**config.mk**
```make
export PLATFORM = sky130hd
export DESIGN_NAME = sat_accumulator
export DESIGN_NICKNAME = d
export VERILOG_FILES = /design/src/rtl/sat_accumulator.sv
export SDC_FILE = /design/constraint.sdc
export NUM_CORES = 1
export LEC_CHECK = 0
export ABC_AREA = 1
export BUFFER_PORTS_ARGS = -buffer_cell sky130_fd_sc_hd__buf_4
export CAP_MARGIN = 40
export CORE_MARGIN = 5
export CORE_UTILIZATION = 51
export CTS_CLUSTER_DIAMETER = 200
export DETAILED_ROUTE_END_ITERATION = 8
export PLACE_DENSITY = 0.81
export SYNTH_ARGS = -nofsm -noshare
export SYNTH_HDL_FRONTEND = slang
export SYNTH_SLANG_ARGS = --single-unit
```
**constraint.sdc**
```tcl
create_clock -name clk -period 2.5 [get_ports clk]
set_input_delay 0.125 -clock clk [delete_from_list [all_inputs] [get_ports clk]]
set_output_delay 0.125 -clock clk [all_outputs]
set_load 0.02 [all_outputs]
```
**src/rtl/sat_accumulator.sv**
```systemverilog
`default_nettype none
// ============================================================================
//  Module   : sat_accumulator (with helper Adder_16bit)
//  Purpose  : Multi-cycle saturating accumulate stage. A command (Len, Sub)
//             is taken in IDLE, then Len signed operands are consumed over a
//             valid/ready handshake and folded into a running saturating
//             sum/difference starting from 0. The final value and a sticky
//             overflow flag are offered over an output valid/ready handshake.
//  Ports    : clk, rst (async, active-high)
//             Start, Len[CNT_W-1:0], Sub        - command, sampled in IDLE
//             InValid, InData[WIDTH-1:0], InReady - operand stream
//             OutValid, OutReady, Result, Overflow - result handshake
//             Busy                               - state != IDLE
//  Revision : 1.0 - initial release
// ============================================================================

// ----------------------------------------------------------------------------
//  Adder_16bit : combinational saturating add/subtract.
//  Ports : A, B (signed operands), Sub (0: A+B, 1: A-B),
//          Sum (saturated result), Overflow (this step saturated)
// ----------------------------------------------------------------------------
module Adder_16bit #(
  parameter int WIDTH = 16
) (
  input  logic [WIDTH-1:0] A,
  input  logic [WIDTH-1:0] B,
  input  logic             Sub,
  output logic [WIDTH-1:0] Sum,
  output logic             Overflow
);

  logic [WIDTH-1:0] wrap_sum;
  logic             eff_sign;

  always_comb begin
    wrap_sum = Sub ? (A - B) : (A + B);
    // Sign of the operand actually added: subtracting flips B's sign.
    eff_sign = B[WIDTH-1] ^ Sub;
    Overflow = (eff_sign == A[WIDTH-1]) && (wrap_sum[WIDTH-1] != A[WIDTH-1]);
    if (Overflow) begin
      // Saturate toward the side the accumulator was already on.
      Sum = A[WIDTH-1] ? {1'b1, {(WIDTH-1){1'b0}}} : {1'b0, {(WIDTH-1){1'b1}}};
    end else begin
      Sum = wrap_sum;
    end
  end

endmodule

// ----------------------------------------------------------------------------
//  sat_accumulator : top level
// ----------------------------------------------------------------------------
module sat_accumulator #(
  parameter int WIDTH = 16,
  parameter int CNT_W = 4
) (
  input  logic             clk,
  input  logic             rst,
  input  logic             Start,
  input  logic [CNT_W-1:0] Len,
  input  logic             Sub,
  input  logic             InValid,
  input  logic [WIDTH-1:0] InData,
  output logic             InReady,
  output logic             OutValid,
  input  logic             OutReady,
  output logic [WIDTH-1:0] Result,
  output logic             Overflow,
  output logic             Busy
);

  typedef enum logic [1:0] {
    ST_IDLE = 2'd0,
    ST_ACC  = 2'd1,
    ST_DONE = 2'd2
  } state_t;

  state_t           state_q, state_d;
  logic [WIDTH-1:0] acc_q, acc_d;
  logic [CNT_W-1:0] rem_q, rem_d;
  logic             sub_q, sub_d;
  logic             sticky_q, sticky_d;

  logic [WIDTH-1:0] add_sum;
  logic             add_ovf;

  Adder_16bit #(
    .WIDTH (WIDTH)
  ) u_adder (
    .A        (acc_q),
    .B        (InData),
    .Sub      (sub_q),
    .Sum      (add_sum),
    .Overflow (add_ovf)
  );

  always_comb begin
    state_d  = state_q;
    acc_d    = acc_q;
    rem_d    = rem_q;
    sub_d    = sub_q;
    sticky_d = sticky_q;
    case (state_q)
      ST_IDLE: begin
        if (Start) begin
          acc_d    = '0;
          sticky_d = 1'b0;
          if (Len != '0) begin
            rem_d   = Len;
            sub_d   = Sub;
            state_d = ST_ACC;
          end else begin
            state_d = ST_DONE;
          end
        end
      end
      ST_ACC: begin
        // InReady is always high here, so InValid alone marks an accepted beat.
        if (InValid) begin
          acc_d    = add_sum;
          sticky_d = sticky_q | add_ovf;
          rem_d    = rem_q - CNT_W'(1);
          if (rem_q == CNT_W'(1)) begin
            state_d = ST_DONE;
          end
        end
      end
      ST_DONE: begin
        if (OutReady) begin
          state_d = ST_IDLE;
        end
      end
      default: begin
        state_d = ST_IDLE;
      end
    endcase
  end

  always_ff @(posedge clk or posedge rst) begin
    if (rst) begin
      state_q  <= ST_IDLE;
      acc_q    <= '0;
      rem_q    <= '0;
      sub_q    <= 1'b0;
      sticky_q <= 1'b0;
    end else begin
      state_q  <= state_d;
      acc_q    <= acc_d;
      rem_q    <= rem_d;
      sub_q    <= sub_d;
      sticky_q <= sticky_d;
    end
  end

  // Outputs come straight from registers or decoded state only, so reset
  // clears them immediately and no input reaches an output combinationally.
  assign InReady  = (state_q == ST_ACC);
  assign OutValid = (state_q == ST_DONE);
  assign Busy     = (state_q != ST_IDLE);
  assign Result   = acc_q;
  assign Overflow = sticky_q;

endmodule
`default_nettype wire

```
# Yosys cells after proc, flatten, opt, wreduce, memory -nomap -nowiden
# Cells that the tools add are included.
[classes]
n_reduce_logical = 9
addsub = 3
bitwise_logic = 2
eq_ne = 10
muxes = 19
[ops]
columns = ["cell", "count"]
rows = [
  ["$mux W16", 5],
  ["$pmux W16 S2", 1],
  ["$add A16 B16 Y16", 1],
  ["$sub A16 B16 Y16", 1],
  ["$mux W4", 3],
  ["$mux W2", 5],
  ["$pmux W4 S2", 1],
  ["$reduce_and A4 Y1", 2],
  ["$ne A2 B2 Y1 const B", 3],
  ["$pmux W2 S3", 1],
  ["$reduce_and A3 Y1", 2],
  ["$eq A4 B1 Y1 const B", 1],
  ["$ne A2 B1 Y1 const B", 2],
  ["$reduce_bool A2 Y1", 2],
  ["$reduce_bool A4 Y1", 1],
  ["$sub A4 B1 Y4 const B", 1],
  ["$eq A2 B1 Y1 const B", 1],
  ["$eq A2 B2 Y1 const B", 1],
  ["$logic_not A2 Y1", 1],
  ["$mux W1", 2],
  ["$pmux W1 S2", 1],
  ["$eq A1 B1 Y1", 1],
  ["$logic_and A1 B1 Y1", 1],
  ["$ne A1 B1 Y1", 1],
  ["2 further kinds", 2],
]
[word_totals]
output_inout_bits = 20
in_bits = 26
reg_bits = 24
wordCells = 48

# Longest topological paths before layout
[logic_depth]
ltp_word = 7
ltp_mapped = 23
depth_no_buf = 22

# Hierarchy
# A second synthesis with hierarchy kept.
[hier_totals]
cells_unflattened = 401
hier_area_um2 = 2581.2
[by_module_without_submodules]
columns = ["module", "area_each_um2", "instances", "cells_per_inst", "seq_area_each_um2"]
rows = [
  ["Adder_16bit", 1393.8, 1, 251, 0.0],
  ["sat_accumulator", 1187.4, 1, 150, 600.6],
]

# Worst setup path after synthesis
# No wires, ideal clock.
[synth_timing]
path_kind = "input to register"
start = "input port InData[0]"
end = "register acc_q[3], in the netlist Result[3]"
path_buffers = 1
required_ns = 2.381
arrival_ns = 2.466
stages = 22
setup_slack_ns = -0.086
setup_ns = 0.119
cell_sequence = "inv_1 ha_1 nand4_1 nor2_1 a21oi_1 nor2_1 o21ai_0 xnor2_1 ha_1 nand2_1 inv_1 nand2_1 nand2_1 a21oi_2 nand2_4 inv_2 nand3_2 nand3_4 nand2_2 buf_8 o21ai_2 nand2_1"
[synth_via]
elab_chain_len = 7
elab_cells_between_ends = 8
cone_classes = "add/sub (2); eq/ne (1); mux (4); reduce/logical (1)"
[synth_lines]
columns = ["element", "line", "rtl"]
rows = [
  ["from (decl)", "63", "input logic [WIDTH-1:0] InData,"],
  ["$add A16 B16 Y16 / $sub A16 B16 Y16 (equally long branches)", "36", "wrap_sum = Sub ? (A - B) : (A + B);"],
  ["$mux W16 (*)", "36", ""],
  ["$ne A1 B1 Y1", "39", "Overflow = (eff_sign == A[WIDTH-1]) && (wrap_sum[WIDTH-1] != A[WIDTH-1]);"],
  ["$logic_and A1 B1 Y1", "39", ""],
  ["$mux W16 (*)", "40", "if (Overflow) begin"],
  ["$mux W16 (*)", "119", "if (InValid) begin"],
  ["$pmux W16 S2 (*)", "103", "case (state_q)"],
  ["to (signal assigned)", "142", "acc_q <= '0;"],
  ["to (signal assigned)", "148", "acc_q <= acc_d;"],
  ["to (decl)", "79", "logic [WIDTH-1:0] acc_q, acc_d;"],
]
# Every way passes the cells marked *; elsewhere a longest branch is shown, timed or not. The select of a mux whose other input is x is not followed.
# A chain may end at the register's enable or synchronous reset.

# Worst setup path in the final report
[layout_timing]
start = "register sub_q"
end = "register acc_q[12], in the netlist Result[12]"
[layout_via]
elab_chain_len = 6
elab_cells_between_ends = 8
cone_classes = "eq/ne (2); mux (4); bitwise (1); reduce/logical (1)"
[layout_lines]
columns = ["element", "line", "rtl"]
rows = [
  ["from (decl)", "81", "logic sub_q, sub_d;"],
  ["from (signal assigned)", "150", "sub_q <= sub_d;"],
  ["$xor A1 B1 Y1 / $mux W16 (equally long branches)", "38, 36", ""],
  ["$eq A1 B1 Y1 / $ne A1 B1 Y1 (equally long branches)", "39", ""],
  ["$logic_and A1 B1 Y1", "39", ""],
  ["$mux W16 (*)", "40", ""],
  ["$mux W16 (*)", "119", ""],
  ["$pmux W16 S2 (*)", "103", ""],
]
# Marks and branches as above.

==> results.json <==
{
  "final_core_util_pct": 77.12,
  "die_h_um": 80.85,
  "grt_pass1_vias": 2936,
  "path_clk_slew_ns": 0.09,
  "p_leak_nw": 1.987,
  "io_pins": 46,
  "p_clk_share_pct": 4.8,
  "ys_top_cells_by_area": "dfrtp_1, nand2_1, ha_1",
  "dieArea_mm2": 0.006537,
  "worstSetupPathType": "register to register",
  "holdWs_ns": 0.1002,
  "placed_cell_area_mm2": 0.003465,
  "antenna_found_initial": 0,
  "via_count": 2995,
  "status": "finished, violations left",
  "clock_skew_ns": 0.002186,
  "wl_per_cell_um": 15.98,
  "netlist-cell-type-count": 39,
  "port_buffers": 45,
  "drtAntennaViolNets": 0,
  "p_per_area_mw_per_mm2": 1589,
  "place_congestion": 0.9310,
  "yosys.area.top_type": "dfrtp_1",
  "finalHoldViolCount": 0,
  "violations": "setup timing",
  "cap_violations": 0,
  "min_period_ns": 2.918,
  "slew_viol_final": 0,
  "synth_top_area_share_pct": 23.46,
  "syn_nets": 419,
  "yosys_warnings": 0,
  "drtIter0Drc": 254,
  "cts_num_sinks": 24,
  "clock-root-buffer": "clkbuf_8",
  "stdcell_area_mm2": 0.003691,
  "worst_pin_slew_ns": 0.5223,
  "rows": 25,
  "cts_buffer_depth": 2,
  "total_power_mw": 5.864,
  "fin_nets": 527,
  "post-place-cells": 540,
  "cts_buffers": 3,
  "irDropWorstVdd_mv": 0.9582,
  "grt_max_degree": 14,
  "yosysSeqAreaShare_pct": 23.46,
  "tritoncts": "yes",
  "drt-total-wl_um": 8759,
  "critPathLaunchType": "register",
  "cts-htree-levels": 1,
  "grt_overflow": 0,
  "rsz0062_at_grt": "yes",
  "stdcell_count": 548,
  "p_seq_share_pct": 13.1,
  "required_ns": 2.67,
  "grt_pass1_wl_um": 12740,
  "fmax_mhz": 342.8,
  "track_usage_pct": 24.93,
  "final_common_cell": "buf_4",
  "diodes": 0,
  "power_frac_comb_pct": 82.1,
  "setup_viol": 17,
  "final_cell_mix": "buf_4, nand2_1, inv_1",
  "die_w_um": 80.85,
  "drt_pass1_iterations": 5,
  "path_max_fanout": 5,
  "vias_per_cell": 5.465,
  "drive_gt1_share_pct": 36.38,
  "swShare_pct": 52.07,
  "setup_tns_ns": -5.704,
  "core_mm2": 0.004786,
  "finalWorstSetupSlack_ns": -0.4175,
  "min_path_type": "input port to register",
  "avgSynthCellArea_um2": 6.845,
  "fin_crit_sh_pct": 116.7,
  "internal_power_mw": 2.810,
  "syn_to_final_growth_pct": 44.18,
  "route.detailed.drc": 0,
  "syn_inst": 374,
  "worstPathArrival_ns": 3.09,
  "power_switching_mw": 3.053,
  "syn_area_mm2": 0.002560,
  "synth-seq-cells": 24,
  "place_hpwl_um": 6022,
  "pre_cts_ws_ns": -0.4633,
  "endpoint_kind": "register",
  "worstSkewPairLatency_ns": 0.28,
  "slew_headroom_pct": 65.14,
  "start_util_pct": 53.49
}
[timing repair]
| item | CTS | global route |
|---|---|---|
| gates resized for setup | 12 | 17 |
| setup endpoints to repair | 17 | 17 |
| buffers inserted | 1 | 2 |
| endpoints found under the hold margin | 11 | 0 |
| pin swaps | 6 | 12 |
| cloned | 0 | 0 |
| hold buffers | 1 | 0 |
[synth_stat cells, drive strengths merged]
library cell and instances:
xnor2 8, o21ai 28, buf 3, nor3 3
inv 62, a21o 3, nand2 106, nand4 4
nand3 29, fa 1, o31ai 1, dfrtp 24
a22oi 1, clkbuf 1, o211ai 1, a221oi 1
a31oi 2, nor2 39, a21oi 18, ha 18
or2 1, o221ai 1, xor2 15, nand3b 1
nor4 1, o21bai 2
[cells by family (layout without fill, tap and decap cells)]
family	count (synthesis)	in the layout	share of synthesized area [%]
simple gates	184	184	34.26
buf+inv	66	173	10.70
fa+ha+maj	19	19	9.580
flops	24	24	23.46
compound gates	58	58	14.13
xor+xnor	23	23	7.869
[worst max-delay path, stage by stage, from the launching register on]
cell	delay [ns]
dfrtp_2	0.50
buf_6	0.17
a31oi_1	0.26
xor2_1	0.18
inv_1	0.06
ha_1	0.30
nand2_2	0.12
inv_1	0.07
nand2_1	0.06
nand2_1	0.06
a21oi_2	0.19
nand2_4	0.11
inv_4	0.09
nand3_4	0.07
nand3_4	0.11
nand2_4	0.07
buf_4	0.15
o21ai_2	0.14
nand2_1	0.08
[area by class of cell]
cell class / count / area [um2]
clock buffer: 4 / 55.05
fill: 325 / 1095
inverter: 62 / 260.3
multi-input combinational: 284 / 1832
sequential: 24 / 601.8
tap: 67 / 83.83
timing repair buffer: 107 / 858.3
[layer usage]
layer  vias up  global-route usage [%]  wire length, um
li1       1409                       -                -
met1      1415                   26.29             3281
met2       140                   47.78             4659
met3        31                   3.991              497
met4         0                   11.49              320
met5         -                       0                0
[flip-flops by register name, summed over array words and instances, names as in the netlist]
register	count
rem_q	4
state_q	2
sub_q	1
Overflow	1
Result	16
[power by group through the flow]
stage	Sequential, mW	Combinational [mW]	Clock [mW]
3_5_place_dp	0.741	4.25	0
2_1_floorplan	0.825	2.60	0
3_3_place_gp	0.739	4.10	0
6_report	0.766	4.82	0.283
4_1_cts	0.748	4.44	0.280
5_1_grt	0.790	5.23	0.297
[worst paths after layout]
path / slack [ns] / endpoint / start / cells past startpoint
setup / recovery: -0.42 / Result[12] / sub_q / 18
hold / removal: 0.10 / sub_q / Sub / 3
setup reg to reg: -0.42 / Result[12] / sub_q / 18
hold reg to reg: 0.53 / Result[3] / Result[3] / 2
max in group asynchronous: 1.58 / sub_q / rst / 4
min in group asynchronous: 0.44 / Result[1] / rst / 3
No activity file was read; power rests on OpenSTA's default activity.
